--- src/rtl/uart_loader.sv ---
// uart_loader: pairs UART bytes into big-endian words, loads them into program memory
// until 0xFFFF, then forwards run-time words to the CPU; 0xFFFE in run restarts loading.
module uart_loader #(
  parameter int                    ADDR_WIDTH     = 10,
  parameter logic [ADDR_WIDTH-1:0] BASE_ADDR      = 10'h200,
  parameter logic [ADDR_WIDTH-1:0] LIMIT_ADDR     = 10'h3fe,
  parameter int                    TIMEOUT_CYCLES = 2700000
) (
  input  logic                  sys_clk,
  input  logic                  rst_n,
  input  logic [7:0]            rx_data,
  input  logic                  rx_data_wr,
  output logic [ADDR_WIDTH-1:0] mem_addr,
  output logic [15:0]           mem_wr_data,
  output logic                  mem_wr,
  output logic                  load_done,
  output logic [15:0]           uart_word,
  output logic                  uart_word_v,
  output logic [15:0]           word_count,
  output logic                  overflow
);
  localparam int TW = $clog2(TIMEOUT_CYCLES + 1);
  typedef enum logic {LOAD, RUN} state_t;
  state_t                state_q, state_d;
  logic                  phase_q, phase_d;
  logic [7:0]            hi_q, hi_d;
  logic [TW-1:0]         tcnt_q, tcnt_d;
  logic                  full_q, full_d;
  logic [ADDR_WIDTH-1:0] mem_addr_q, mem_addr_d;
  logic [15:0]           mem_wr_data_q, mem_wr_data_d;
  logic                  mem_wr_q, mem_wr_d;
  logic [15:0]           uart_word_q, uart_word_d;
  logic                  uart_word_v_q, uart_word_v_d;
  logic [15:0]           word_count_q, word_count_d;
  logic                  overflow_q, overflow_d;
  logic [15:0]           w;
  logic                  w_v;

  always_comb begin
    state_d       = state_q;
    phase_d       = phase_q;
    hi_d          = hi_q;
    tcnt_d        = tcnt_q;
    full_d        = full_q;
    mem_addr_d    = mem_addr_q;
    mem_wr_data_d = mem_wr_data_q;
    mem_wr_d      = 1'b0;
    uart_word_d   = uart_word_q;
    uart_word_v_d = 1'b0;
    word_count_d  = word_count_q;
    overflow_d    = overflow_q;
    w             = {hi_q, rx_data};
    w_v           = rx_data_wr && phase_q;
    if (rx_data_wr) begin
      phase_d = !phase_q;
      tcnt_d  = '0;
      if (!phase_q) hi_d = rx_data;
    end else if (phase_q) begin
      phase_d = tcnt_q != TW'(TIMEOUT_CYCLES - 1);
      tcnt_d  = phase_d ? tcnt_q + 1'b1 : '0;
    end
    // Pointer advances the cycle after the write; at the limit it parks and marks full.
    if (mem_wr_q) begin
      full_d       = mem_addr_q == LIMIT_ADDR;
      mem_addr_d   = full_d ? mem_addr_q : mem_addr_q + ADDR_WIDTH'(2);
      word_count_d = word_count_q + 16'd1;
    end
    if (w_v && state_q == LOAD) begin
      if (w == 16'hffff) begin
        state_d    = RUN;
        mem_addr_d = BASE_ADDR;
        full_d     = 1'b0;
      end else if (full_q) begin
        overflow_d = 1'b1;
      end else begin
        mem_wr_d      = 1'b1;
        mem_wr_data_d = w;
      end
    end
    if (w_v && state_q == RUN) begin
      if (w == 16'hfffe) begin
        state_d      = LOAD;
        mem_addr_d   = BASE_ADDR;
        full_d       = 1'b0;
        word_count_d = '0;
        overflow_d   = 1'b0;
      end else begin
        uart_word_d   = w;
        uart_word_v_d = 1'b1;
      end
    end
  end

  always_ff @(posedge sys_clk or negedge rst_n) begin
    if (!rst_n) begin
      state_q       <= LOAD;
      phase_q       <= 1'b0;
      hi_q          <= '0;
      tcnt_q        <= '0;
      full_q        <= 1'b0;
      mem_addr_q    <= BASE_ADDR;
      mem_wr_data_q <= '0;
      mem_wr_q      <= 1'b0;
      uart_word_q   <= '0;
      uart_word_v_q <= 1'b0;
      word_count_q  <= '0;
      overflow_q    <= 1'b0;
    end else begin
      state_q       <= state_d;
      phase_q       <= phase_d;
      hi_q          <= hi_d;
      tcnt_q        <= tcnt_d;
      full_q        <= full_d;
      mem_addr_q    <= mem_addr_d;
      mem_wr_data_q <= mem_wr_data_d;
      mem_wr_q      <= mem_wr_d;
      uart_word_q   <= uart_word_d;
      uart_word_v_q <= uart_word_v_d;
      word_count_q  <= word_count_d;
      overflow_q    <= overflow_d;
    end
  end

  assign mem_addr    = mem_addr_q;
  assign mem_wr_data = mem_wr_data_q;
  assign mem_wr      = mem_wr_q;
  assign load_done   = state_q == RUN;
  assign uart_word   = uart_word_q;
  assign uart_word_v = uart_word_v_q;
  assign word_count  = word_count_q;
  assign overflow    = overflow_q;
endmodule

--- config.mk ---
export PLATFORM = sky130hd
export DESIGN_NAME = uart_loader
export DESIGN_NICKNAME = d
export VERILOG_FILES = /design/src/rtl/uart_loader.sv
export SDC_FILE = /design/constraint.sdc
export NUM_CORES = 1
export LEC_CHECK = 0
export CAP_MARGIN = 20
export CORE_MARGIN = 1
export CORE_UTILIZATION = 53
export DETAILED_ROUTE_END_ITERATION = 8
export GPL_TIMING_DRIVEN = 0
export MAX_ROUTING_LAYER = met4
export PLACE_DENSITY = 0.8
export SETUP_SLACK_MARGIN = 0.15
export SYNTH_ARGS = -nofsm -noshare
export SYNTH_HDL_FRONTEND = slang
export SYNTH_SLANG_ARGS = --single-unit
export TNS_END_PERCENT = 100
--- constraint.sdc ---
create_clock -name sys_clk -period 2.8 [get_ports sys_clk]
set_clock_uncertainty 0.15 [all_clocks]
set_input_delay 0.56 -clock sys_clk [delete_from_list [all_inputs] [get_ports sys_clk]]
set_output_delay 0.56 -clock sys_clk [all_outputs]
set_load 0.05 [all_outputs]
Yosys cells after proc, flatten, opt, wreduce, memory -nomap -nowiden --
Index checks and enable logic that the tools add are counted.
Operators by class: bitwise logic cells 5, equal/unequal tests 4, muxes and demuxes 33, add/subtract/negate cells 3, reduce and logical (&&, ||, !) cells 8
Operators by type and width (count):
- $mux 22 | 3
- $mux 10 | 6
- $mux 16 | 3
- $eq 16x16->1 const B | 2
- $add 22x1->22 const B | 1
- $ne 22x22->1 const B | 1
- $mux 1 | 21
- $add 16x1->16 const B | 1
- $add 10x2->10 const B | 1
- $eq 10x10->1 const B | 1
- $not 1->1 | 5
- $reduce_and 2->1 | 2
- $logic_and 1x1->1 | 3
- $reduce_and 3->1 | 1
- $reduce_bool 2->1 | 1
- $logic_not 1->1 | 1
Word-level totals: output and inout bits 62, word-level logic and storage cells 65, bits in registers 94

Longest topological paths before layout --
depth after elaboration 7, depth in mapped cells 8, gate-level depth less buffers 6

Worst setup path after synthesis --
No wires, ideal clock.
kind input-to-reg, start input rx_data_wr, end register mem_wr_data_q[7], in the netlist mem_wr_data[7], data required time 2.525 ns, data arrival time 1.996 ns, stages 7, slack 0.529 ns, path through clkbuf_1 -> nand2_1 -> a211oi_1 -> and2_1 -> buf_2 -> buf_2 -> mux2_2
Between the ends: word-level cells in the longest chain between the ends 3
RTL lines:
- start, declared | RTL line 12 | input logic rx_data_wr,
- $logic_and 1x1->1 | RTL line 53 | w_v = rx_data_wr && phase_q;
- $logic_and 1x1->1 | RTL line 68 | if (w_v && state_q == LOAD) begin
- $reduce_and 3->1 (no source line)
- end signal, assigned | RTL line 115 | mem_wr_data_q <= mem_wr_data_d;
- end, declared | RTL line 30 | logic [15:0] mem_wr_data_q, mem_wr_data_d;
No other way between the ends. A chain may end at the register's enable or synchronous reset.

Final worst setup path --
start input rx_data[4], end register mem_wr_data_q[11], in the netlist mem_wr_data[11]
Between the ends: word-level cells in the longest chain between the ends 3
RTL lines:
- start, declared | RTL line 11 | input logic [7:0] rx_data,
- $eq 16x16->1 | RTL line 69 | if (w == 16'hffff) begin
- $not 1->1 (no source line)
- $reduce_and 3->1 (no source line)
No other way between the ends.

==> impl_metrics.env <==
export IMPL_run_status="finished, final reports clean"
export IMPL_synth_distinct_cells=42
export IMPL_cts_root_buffer="clkbuf_8"
export IMPL_multiInputGateArea_um2=1820
export IMPL_synthCells=388
export IMPL_synth_area_um2=4240
export IMPL_htreeDepth=3
export IMPL_finalHoldViolCount=0
export IMPL_yosys_register_bits=94
export IMPL_via_per_inst=5.65
export IMPL_r2r_start="tcnt_q[0]"
export IMPL_worst_r2r_setup_slack_ns=0.31
export IMPL_arrival_ns=2.64
export IMPL_synth_nets=402
export IMPL_routedWlPerCell_um=15.6
export IMPL_worst_slew_pin_slew_ns=0.878
export IMPL_worstHoldStart="uart_word[1]"
export IMPL_r2r_cells=7
export IMPL_crit_type="in2reg"
export IMPL_hp_class="reg2reg"
export IMPL_num_vias=3266
export IMPL_die_area_um2=8360
export IMPL_cts_sinks=94
export IMPL_slew_headroom_pct=40.9
export IMPL_fp_dieH_um=91.5
export IMPL_yosysMostFrequentCell="dfrtp_1"
export IMPL_num_io_pins=73
export IMPL_clock_latency_ns=0.36
export IMPL_max_vdd_ir_drop_v=0.000403
export IMPL_area_growth_pct=25.4
export IMPL_holdPathEnd="uart_word[1]"
export IMPL_r2r_end="tcnt_q[8]"
export IMPL_grt_pass1_wl_um=15100
export IMPL_yosys_area_top_type="dfrtp_1"
export IMPL_synth_warning_count=0
export IMPL_drt_total_wl_um=9030
export IMPL_cp_max_fo=10
export IMPL_seqCellArea_um2=2350
export IMPL_initial_core_util_pct=54.9
export IMPL_firstDrtPassIters=4
export IMPL_clock_fmax_mhz=394
export IMPL_holdWs_ns=0.347
export IMPL_cts_tree="built"
export IMPL_min_period_ns=2.54
export IMPL_num_rows=32
export IMPL_cap_violations=0
export IMPL_synth_commonest_cells="93 x dfrtp_1, 41 x mux2_2, 35 x nand2_1, 35 x nand3_1, 32 x nor2_1"
export IMPL_post_place_ws_ns=-0.432
export IMPL_cp_end_kind="flop"
export IMPL_cts_buffers=9
export IMPL_n_fill_cell=570
export IMPL_final_nets=486
export IMPL_setup_viol=0
export IMPL_port_buffers=71
export IMPL_syn_avg_cell_area_um2=10.9
export IMPL_place_congestion=0.926
export IMPL_ys_seq_area_share_pct=55.5
export IMPL_synth_top_area_share_pct=54.9
export IMPL_gr_total_overflow=0
export IMPL_p_leak_nw=2.28
export IMPL_slew_violations=0
export IMPL_grt_max_degree=64
export IMPL_ctsLongestPathBuffers=2
export IMPL_fp_dieW_um=91.5
export IMPL_n_antenna_cell=0
export IMPL_rsz0062_at_grt="false"
export IMPL_crit_required_ns=2.91
export IMPL_dr_first_iter_drc_count=199
export IMPL_period_share_pct=90.7
export IMPL_core_area_um2=7730
export IMPL_ant_nets=0
export IMPL_start_kind="input pin"
export IMPL_antenna_found_initial=0
export IMPL_setup_tns_ns=0
export IMPL_grt_pass1_vias=3168
export IMPL_hold_path_depth=1
export IMPL_synthArstFlopShare_pct=100
export IMPL_dpl_hpwl_um=6360
export IMPL_drive_gt1_share_pct=14.7
export IMPL_synthTopCellsByArea="dfrtp_1 55%, mux2_2 11%, nand3_1 4.1%, nand2_1 3.1%, nor2_1 2.8%"
export IMPL_p_per_area_nw_per_um2=453
export IMPL_clk_pin_slew_ns=0.09
export IMPL_track_usage_pct=23.8
export IMPL_synth_ff_type="dfrtp_1"
export IMPL_drc_errors=0
export IMPL_synth_edff_count=0
export IMPL_fin_ws_ns=0.261
-- critical path, stage by stage --
cell	delay, ns
clkdlybuf4s50_1	0.53
nand4_1	0.18
nor4_4	0.36
a211oi_1	0.14
and2_1	0.18
buf_2	0.19
buf_4	0.21
mux2_2	0.28
-- final cells by class --
type                       count  area share, %
tap                          102           2.40
buffer                        15           1.41
multi-input combinational    271           34.1
sequential                    94           44.3
clock inverter                 6          0.871
timing repair buffer          73           14.0
clock buffer                   9           2.33
inverter                       8          0.565
-- where the power goes --
group	switching, mW	internal (mW)
sequential	0.0356	1.39
combinational	0.103	0.0672
clock	0.490	0.324
-- metrics by stage --
stage | total power [mW] | util, % | cell area (um2) | cells
2_1_floorplan | 1.53 | - | 4240 | 388
3_3_place_gp | 1.61 | 65.7 | 5080 | 561
3_5_place_dp | 1.62 | 66.1 | 5100 | 562
4_1_cts | 2.43 | 68.6 | 5300 | 578
5_1_grt | 2.51 | 68.8 | 5320 | 578
6_report | 2.41 | 68.8 | 5320 | 578
-- how the worst max path moves through the flow --
stage                           from              end  slack, ns  cells past startpoint
after floorplan           rx_data_wr   mem_wr_data[7]       0.53                      7
after global placement         rst_n     uart_word[5]      -2.34                      1
after detailed placement  rx_data[1]    word_count[9]      -0.43                      7
after CTS                 rx_data[1]     uart_word[8]       0.15                      8
after global routing      rx_data[4]    uart_word[13]       0.16                      8
final                     rx_data[4]  mem_wr_data[11]       0.26                      8
-- routing by layer --
metal	global-route usage, %	up-vias	part of all wire, %
met3	5.28	18	4.6
met2	37.4	85	48
met1	29.8	1612	45
met5	-	-	0
met4	9.79	0	2.2
li1	-	1551	-
-- flip-flops by register name, indices dropped and copies added, names as in the netlist --
name and count:
tcnt_q 22, mem_wr_data 16, uart_word 16, word_count 16, mem_addr 10, hi_q 8, full_q 1, load_done 1
mem_wr 1, overflow 1, phase_q 1, uart_word_v 1
-- kinds of logic after synthesis --
family	synth area share, %
adder cells (fa/ha/maj)	0.885
XOR/XNOR	3.92
buffers and inverters	2.36
AND/OR/NAND/NOR	20.4
AO/OA/AOI/OAI	5.37
flip-flops	55.5
multiplexers	11.6
-- timing repair --
item,4_1_cts,5_1_grt
endpoints found under the setup margin,35,35
endpoints found under the hold margin,31,0
setup buffers,0,0
hold buffers,1,0
resized for setup,3,6
pin swaps,0,1
-- placed cells by master, fill, tap and decap left out, types with 4 or more instances in the layout --
cell type and count:
a21oi_1 16, and3_1 14, clkbuf_1 9, clkbuf_8 9, clkdlybuf4s50_1 70, dfrtp_1 93, inv_1 8, mux2_2 41
nand2_1 35, nand2b_1 5, nand3_1 35, nand4_1 13, nor2_1 30, nor3_1 6, o21ai_0 4, or3_1 12
xnor2_1 8, xor2_1 11
(Power assumes the default switching activity.)
